$ cat src/rtl/cpu_pkg.sv
// cpu_pkg: shared state encoding and instruction constants (CPU_SEQ_SINGLE_STEP_EN adds PAUSE)
package cpu_pkg;
  localparam int INSTR_W = 8;
  localparam int IMM_W = 4;
  localparam logic [2:0] OP_JMP = 3'b110;
  localparam logic [2:0] OP_JZ = 3'b111;
  typedef enum logic [2:0] {
    S_IDLE, S_FETCH, S_DECODE, S_EXECUTE, S_WRITEBACK, S_HALT
`ifdef CPU_SEQ_SINGLE_STEP_EN
    , S_PAUSE
`endif
  } state_t;
endpackage

$ cat src/rtl/cpu_pc.sv
// cpu_pc: program counter with load, increment and natural wrap
module cpu_pc #(
  parameter int ADDR_W = 8
) (
  input  logic              clk,
  input  logic              rst_n,
  input  logic              load,
  input  logic              inc,
  input  logic [ADDR_W-1:0] load_val,
  output logic [ADDR_W-1:0] pc
);
  always_ff @(posedge clk)
    if (!rst_n) pc <= '0;
    else if (load) pc <= load_val;
    else if (inc) pc <= pc + ADDR_W'(1);
endmodule

$ cat src/rtl/cpu_sequencer.sv
// cpu_sequencer: fetch/decode/execute/writeback FSM with IR; CPU_SEQ_SINGLE_STEP_EN adds step port and PAUSE
module cpu_sequencer import cpu_pkg::*; #(
  parameter int ADDR_W = 8
) (
  input  logic               clk,
  input  logic               rst_n,
  input  logic               run,
`ifdef CPU_SEQ_SINGLE_STEP_EN
  input  logic               step,
`endif
  output logic               imem_req,
  output logic [ADDR_W-1:0]  imem_addr,
  input  logic               imem_ack,
  input  logic [INSTR_W-1:0] imem_data,
  output logic [INSTR_W-1:0] ir_out,
  input  logic [2:0]         opcode,
  input  logic               sel_acc,
  input  logic               zero_flag,
  output logic               alu_en,
  output logic               acc_we,
  output logic               reg_we,
  output logic               busy,
  output logic               halted
);
  state_t state_q, state_d;
  logic [INSTR_W-1:0] ir_q;
  logic [ADDR_W-1:0] pc;
  logic is_alu, is_hlt, wb, pc_load, pc_inc;
  assign is_alu = !(opcode == OP_JMP || opcode == OP_JZ);
  assign is_hlt = opcode == OP_JZ && sel_acc;
  assign wb = state_q == S_WRITEBACK;
  assign pc_load = wb && (opcode == OP_JMP || (opcode == OP_JZ && !sel_acc && zero_flag));
  assign pc_inc = wb && !is_hlt && !pc_load;
  always_ff @(posedge clk)
    if (!rst_n) begin
      state_q <= S_IDLE;
      ir_q <= '0;
    end else begin
      state_q <= state_d;
      if (state_q == S_FETCH && imem_ack) ir_q <= imem_data;
    end
  always_comb begin
    state_d = state_q;
    case (state_q)
      S_IDLE:      state_d = run ? S_FETCH : S_IDLE;
      S_FETCH:     state_d = imem_ack ? S_DECODE : S_FETCH;
      S_DECODE:    state_d = S_EXECUTE;
      S_EXECUTE:   state_d = S_WRITEBACK;
`ifdef CPU_SEQ_SINGLE_STEP_EN
      S_WRITEBACK: state_d = is_hlt ? S_HALT : S_PAUSE;
      S_PAUSE:     state_d = step ? S_FETCH : S_PAUSE;
`else
      S_WRITEBACK: state_d = is_hlt ? S_HALT : run ? S_FETCH : S_IDLE;
`endif
      default:     state_d = state_q;
    endcase
  end
  cpu_pc #(.ADDR_W(ADDR_W)) u_pc (
    .clk      (clk),
    .rst_n    (rst_n),
    .load     (pc_load),
    .inc      (pc_inc),
    .load_val ({{(ADDR_W-IMM_W){1'b0}}, ir_q[IMM_W-1:0]}),
    .pc       (pc)
  );
  assign imem_req = state_q == S_FETCH;
  assign imem_addr = pc;
  assign ir_out = ir_q;
  assign alu_en = state_q == S_EXECUTE && is_alu;
  assign acc_we = wb && is_alu && sel_acc;
  assign reg_we = wb && is_alu && !sel_acc;
  assign busy = !(state_q == S_IDLE || state_q == S_HALT);
  assign halted = state_q == S_HALT;
endmodule

$ cat config.mk
export PLATFORM = sky130hd
export DESIGN_NAME = cpu_sequencer
export DESIGN_NICKNAME = d
export VERILOG_FILES = /design/src/rtl/cpu_pkg.sv /design/src/rtl/cpu_pc.sv /design/src/rtl/cpu_sequencer.sv
export SDC_FILE = /design/constraint.sdc
export NUM_CORES = 1
export LEC_CHECK = 0
export CORE_MARGIN = 3
export CORE_UTILIZATION = 38
export CTS_CLUSTER_SIZE = 8
export DETAILED_ROUTE_END_ITERATION = 6
export GPL_TIMING_DRIVEN = 0
export PLACE_DENSITY = 0.81
export SETUP_SLACK_MARGIN = 0.2
export SLEW_MARGIN = 10
export SYNTH_ARGS = -nofsm -noshare
export SYNTH_HDL_FRONTEND = slang
export SYNTH_SLANG_ARGS = --single-unit
$ cat constraint.sdc
create_clock -name clk -period 1.6 [get_ports clk]
set_clock_uncertainty 0.2 [all_clocks]
set_input_delay 0.16 -clock clk [delete_from_list [all_inputs] [get_ports clk]]
set_output_delay 0.16 -clock clk [all_outputs]
set_load 0.01 [all_outputs]
After elaboration in Yosys (flattened, before gate mapping)
Cells that the tools add are included.
- multiplexer cells: 6
- $lt $le $gt $ge: 0
- equality and inequality tests: 7
- bitwise logic cells: 1
- multipliers: 0
- reductions and logical operators: 23
- shift-type cells: 0
- div/mod/pow operators: 0
- add/sub/neg operators: 1
- operators with widths (cell ; count):
    $pmux 3 s5 ; 1
    $eq 3x3->1 const B ; 4
    $logic_and 1x1->1 ; 11
    $add 8x1->8 const B ; 1
    $mux 4 ; 2
    $eq 3x2->1 const B ; 2
    $logic_not 1->1 ; 5
    $reduce_bool 5->1 ; 1
    $eq 3x1->1 const B ; 1
    $logic_not 3->1 ; 1
    $logic_or 1x1->1 ; 3
    $mux 3 ; 1
    $mux 2 ; 1
    $reduce_bool 2->1 ; 1
    $reduce_or 2->1 ; 1
    $mux 1 ; 1
    $not 1->1 ; 1
- latch bits: 0
- output and inout bits: 22
- bits of input ports: 17
- logic and storage cells: 42
- ROM bits: 0
- RAM bits: 0
- memories: 0
- bits in registers: 19

Logic depth before layout (Yosys ltp)
- depth in word-level cells: 9
- mapped depth: 6
- gate-level depth less buffers: 4

By module
From an unflattened synthesis, not the netlist that was laid out.
- cells, all modules: 126
- area, all modules: 1078.5 µm²
- modules (own cells, without submodules) (module ; area an instance (µm²) ; instances ; seq. area each (µm²) ; cells an instance):
    cpu_sequencer ; 616.8 ; 1 ; 220.2 ; 71
    cpu_pc ; 461.7 ; 1 ; 160.2 ; 55

Worst setup path after synthesis
No wires, ideal clock.
- path type: register -> register
- from: register state_q[2]
- to: register u_pc.pc[4]
- library setup time: 70 ps
- cell stages (with the launch flop): 6
- required time: 1330 ps
- buffers on the path: 1
- data arrival time: 1383 ps
- path slack: -53 ps
- period minus slack after synthesis: 1653 ps
- cells stage by stage: dfxtp_1 > buf_6 > nor3b_4 > nand2b_4 > or4_1 > a21boi_1
- word-level cells in the longest chain between the ends: 4
- elaborated cells on any way between the ends: 6
- classes of those cells: eq/ne (1); reduce/logical (5)
- ends and longest elaborated chain (what ; RTL line ; source):
    start: declaration ; cpu_sequencer.sv:25 ; state_t state_q, state_d;
    start signal: assignment ; cpu_sequencer.sv:39 ; state_q <= state_d;
    $eq 3x3->1 * ; cpu_sequencer.sv:31 ; assign wb = state_q == S_WRITEBACK;
    $logic_and 1x1->1 ; cpu_sequencer.sv:32 ; assign pc_load = wb && (opcode == OP_JMP || (opcode == OP_JZ && !sel_acc && zero_flag));
    $logic_not 1->1 ; cpu_sequencer.sv:33 ; assign pc_inc = wb && !is_hlt && !pc_load;
    $logic_and 1x1->1 ; cpu_sequencer.sv:33 ;
    end signal: assignment ; cpu_pc.sv:14 ; else if (load) pc <= load_val;
    end signal: assignment ; cpu_pc.sv:15 ; else if (inc) pc <= pc + ADDR_W'(1);
    end: declaration ; cpu_pc.sv:10 ; output logic [ADDR_W-1:0] pc
Every way passes the cells marked *; elsewhere a longest branch is shown, timed or not.
A chain may end at the register's enable or synchronous reset.

Final worst setup path
Ends and elaborated chain as after synthesis.

==> impl_metrics.py <==
metrics = {
    "detailed_routing": {
        "wire_per_inst_um": 16.1,
        "routed-wl-met3_um": 214,
        "drc": 0,
        "viasPerCell": 5.49,
        "wl_met2_mm": 1.63,
        "top_layer_used": "met4",
        "vias": 1109,
        "firstDrtPassIters": 4,
        "wl_mm": 3.25,
        "ant_nets": 0,
        "wl_met1_mm": 1.33,
        "drtIter0Drc": 26,
    },
    "critical_path": {
        "critPathTopFamily": "simple AND/OR/NAND/NOR gates",
        "r2r_slack_ns": -0.10,
        "crit_top_cell": "buf_6",
        "cp-end-kind": "register",
        "cp_slowest_stage_delay_ns": 0.43,
        "cp-start-kind": "register",
        "slowest_stage": "or4_4",
        "critPathRequiredTime_ns": 1.64,
        "path_class": "reg -> reg",
        "r2r_cells": 6,
        "path_buf_inv": 2,
        "crit_path_max_fanout": 5,
        "path_cells": "buf_6 > nor3b_4 > buf_6 > nand2b_4 > or4_4 > a21boi_2",
        "r2r_end": "u_pc.pc[4]",
        "arrival_ns": 1.75,
        "reg2reg_from": "state_q[2]",
    },
    "place": {
        "gp_congestion": 0.803,
        "dp_hpwl_mm": 1.92,
        "port_buffers": 37,
    },
    "pwr": {
        "p_int_w": 0.000700,
        "power.share.clock": 0.258,
        "combPwrFrac": 0.222,
        "power.leakage_nw": 0.754,
        "peakVddDrop_mv": 0.504,
        "swShare": 0.280,
        "p_sw_w": 0.000272,
        "powerDensity_mw_per_mm2": 581,
        "seq_power_share": 0.521,
        "total_power_w": 0.000972,
    },
    "sta": {
        "drv_slew": 0,
        "tightest_slew_ns": 0.455,
        "fin_hold_ws_ns": 0.0951,
        "setup_viol": 10,
        "period_share": 1.07,
        "fin_crit_ns": 1.70,
        "worst_slack_ns": -0.104,
        "fmax_mhz": 587,
        "grt_setup_unrepaired": "yes",
        "max_slew_margin": 0.697,
        "hold_viol": 0,
    },
    "finish": {
        "drive_above_1_share": 0.351,
        "fin_nets": 193,
        "regArea_um2": 397,
        "syn_to_final_growth_pct": 67.7,
        "multi_input_area_um2": 672,
        "antenna_cells": 0,
        "fillers": 185,
    },
    "outcome": {
        "violations": "negative setup slack",
        "outcome": "finished with violations",
    },
    "floorplan": {
        "core_area_mm2": 0.00234,
        "die_h_um": 57.3,
        "rows": 17,
        "ios": 39,
        "die_area_mm2": 0.00328,
        "initial_core_util": 0.427,
        "die_w_um": 57.3,
    },
    "synth": {
        "async_reset_ff_frac": 0,
        "yosysTopAreaCell": "dfxtp_1",
        "yosys_warnings": 0,
        "synth_most_common_cell": "dfxtp_1",
        "yosysTopAreaCellShare": 0.381,
        "ys_seq_area_frac": 0.381,
        "yosys-top-cells-area": "dfxtp_1, mux2i_1, nor2_1",
        "synth.distinct_cells": 33,
        "ys.flop_type": "dfxtp_1",
        "synthesis.area_um2": 998,
        "ys_ff_latch": 19,
        "synth_fp_nets": 133,
        "synth_edf_count": 0,
        "avgSynthCellArea_um2": 8.68,
        "syn_inst": 115,
        "synthTopCellsByCount": "dfxtp_1, nor2_1, nand2_1",
    },
    "clocking": {
        "clk_latency_ns": 0.30,
        "ctsHoldBuffers": 0,
        "cts_root_buffer": "clkbuf_4",
        "clkSlewWorstSetupHoldPaths_ns": 0.11,
        "cts_tree": "built",
        "htreeDepth": 1,
        "cts_num_sinks": 19,
        "clk_path_buf_depth": 2,
        "cts_made_buffers": 3,
    },
    "job": {
        "drv_cap": 0,
    },
    "grt": {
        "first_global_vias": 1122,
        "overflow": 0,
        "grt_pass1_wl_mm": 5.16,
        "grt_max_degree": 11,
        "antenna_found_initial": 0,
        "track_usage": 0.197,
    },
    "worst_hold_path": {
        "min_to": "u_pc.pc[0]",
        "hold_class": "in -> reg",
        "worstHoldStart": "rst_n",
        "min_delay_path_depth": 3,
    },
}
## per-stage QoR
step	std cells	setup TNS [ns]	cell area [um^2]	utilization	setup slack [ns]
2_1_floorplan	115	0	1030	-	0.0209
3_3_place_gp	180	-3.54	1430	0.613	-0.517
3_5_place_dp	180	-4.16	1430	0.613	-0.570
4_1_cts	199	-0.336	1610	0.690	-0.0856
5_1_grt	202	-1.42	1670	0.716	-0.155
6_report	202	-0.462	1670	0.716	-0.104
## cell usage in the layout, fill, tap and decap left out, types with 3 or more instances in the layout
cell             synthesis  routed
nand2_1                 12      10
buf_4                    0      12
buf_6                    1      11
and3_1                   5       3
nor2_1                  13      12
clkbuf_4                 0       3
nand2b_1                 5       4
mux2i_1                 11      11
dlygate4sd2_1            0      19
buf_2                    2       4
o21ai_0                  6       4
dfxtp_2                  0       7
a21oi_1                  5       3
clkdlybuf4s50_1          0      11
dfxtp_1                 19      10
clkbuf_1                 2       3
## worst max-delay path by stage
stage / start / endpoint / slack, ns / depth (start not counted)
final: state_q[2] / u_pc.pc[4] / -0.10 / 6
after global routing: u_pc.pc[0] / u_pc.pc[4] / -0.15 / 4
after CTS: state_q[2] / u_pc.pc[4] / -0.09 / 6
after detailed placement: sel_acc / u_pc.pc[2] / -0.57 / 6
after global placement: sel_acc / u_pc.pc[2] / -0.52 / 6
after floorplan: state_q[2] / u_pc.pc[4] / 0.02 / 5
## cell type report
cell class	instances	share of cell area
flip-flops and latches	19	0.237
repair buffers	55	0.292
plain buffers	5	0.0247
clock buffers	4	0.0157
inverters	3	0.00822
multi-input cells	88	0.401
well taps	28	0.0209
## power groups by stage
stage / clock network [W] / logic, W / registers (W)
global route: 0.000284 / 0.000232 / 0.000509
detailed placement: 0 / 0.000179 / 0.000515
floorplan: 0 / 0.0000850 / 0.000516
global placement: 0 / 0.000174 / 0.000514
finish: 0.000250 / 0.000216 / 0.000506
CTS: 0.000260 / 0.000201 / 0.000504
## sequential cells by signal, indices dropped and copies added, names as in the netlist
| register | cells |
|---|---|
| ir_out | 8 |
| state_q | 3 |
| u_pc.pc | 8 |
## worst min-delay path, cell delays in order
cell	delay, ns
clkbuf_1	0.22
nand2_1	0.13
o22ai_1	0.06
## repair_timing
action                                 4_1_cts  5_1_grt
gates cloned                                 1        0
pin swaps                                   12        4
buffers inserted                            14        3
gates resized for setup                     74       10
endpoints found under the hold margin        0        0
setup endpoints to repair                   40       26
## routing by layer
layer  track usage  vias up
met3        0.0452        9
met1         0.235      524
met2         0.339       48
li1              -      528
met5             0        -
met4        0.0828        0
## cells by family (layout without fill, tap and decap cells)
logic type                 count (synthesis)  count (layout)  share of synthesized area
AOI/OAI and AO/OA                         24              24                      0.164
adders and majority gates                  1               1                     0.0125
buffers and inverters                      8              67                     0.0401
DFF                                       19              19                      0.381
muxes                                     12              12                      0.122
and+or+nand+nor                           51              51                      0.281
No activity file was read; power rests on OpenSTA's default activity.
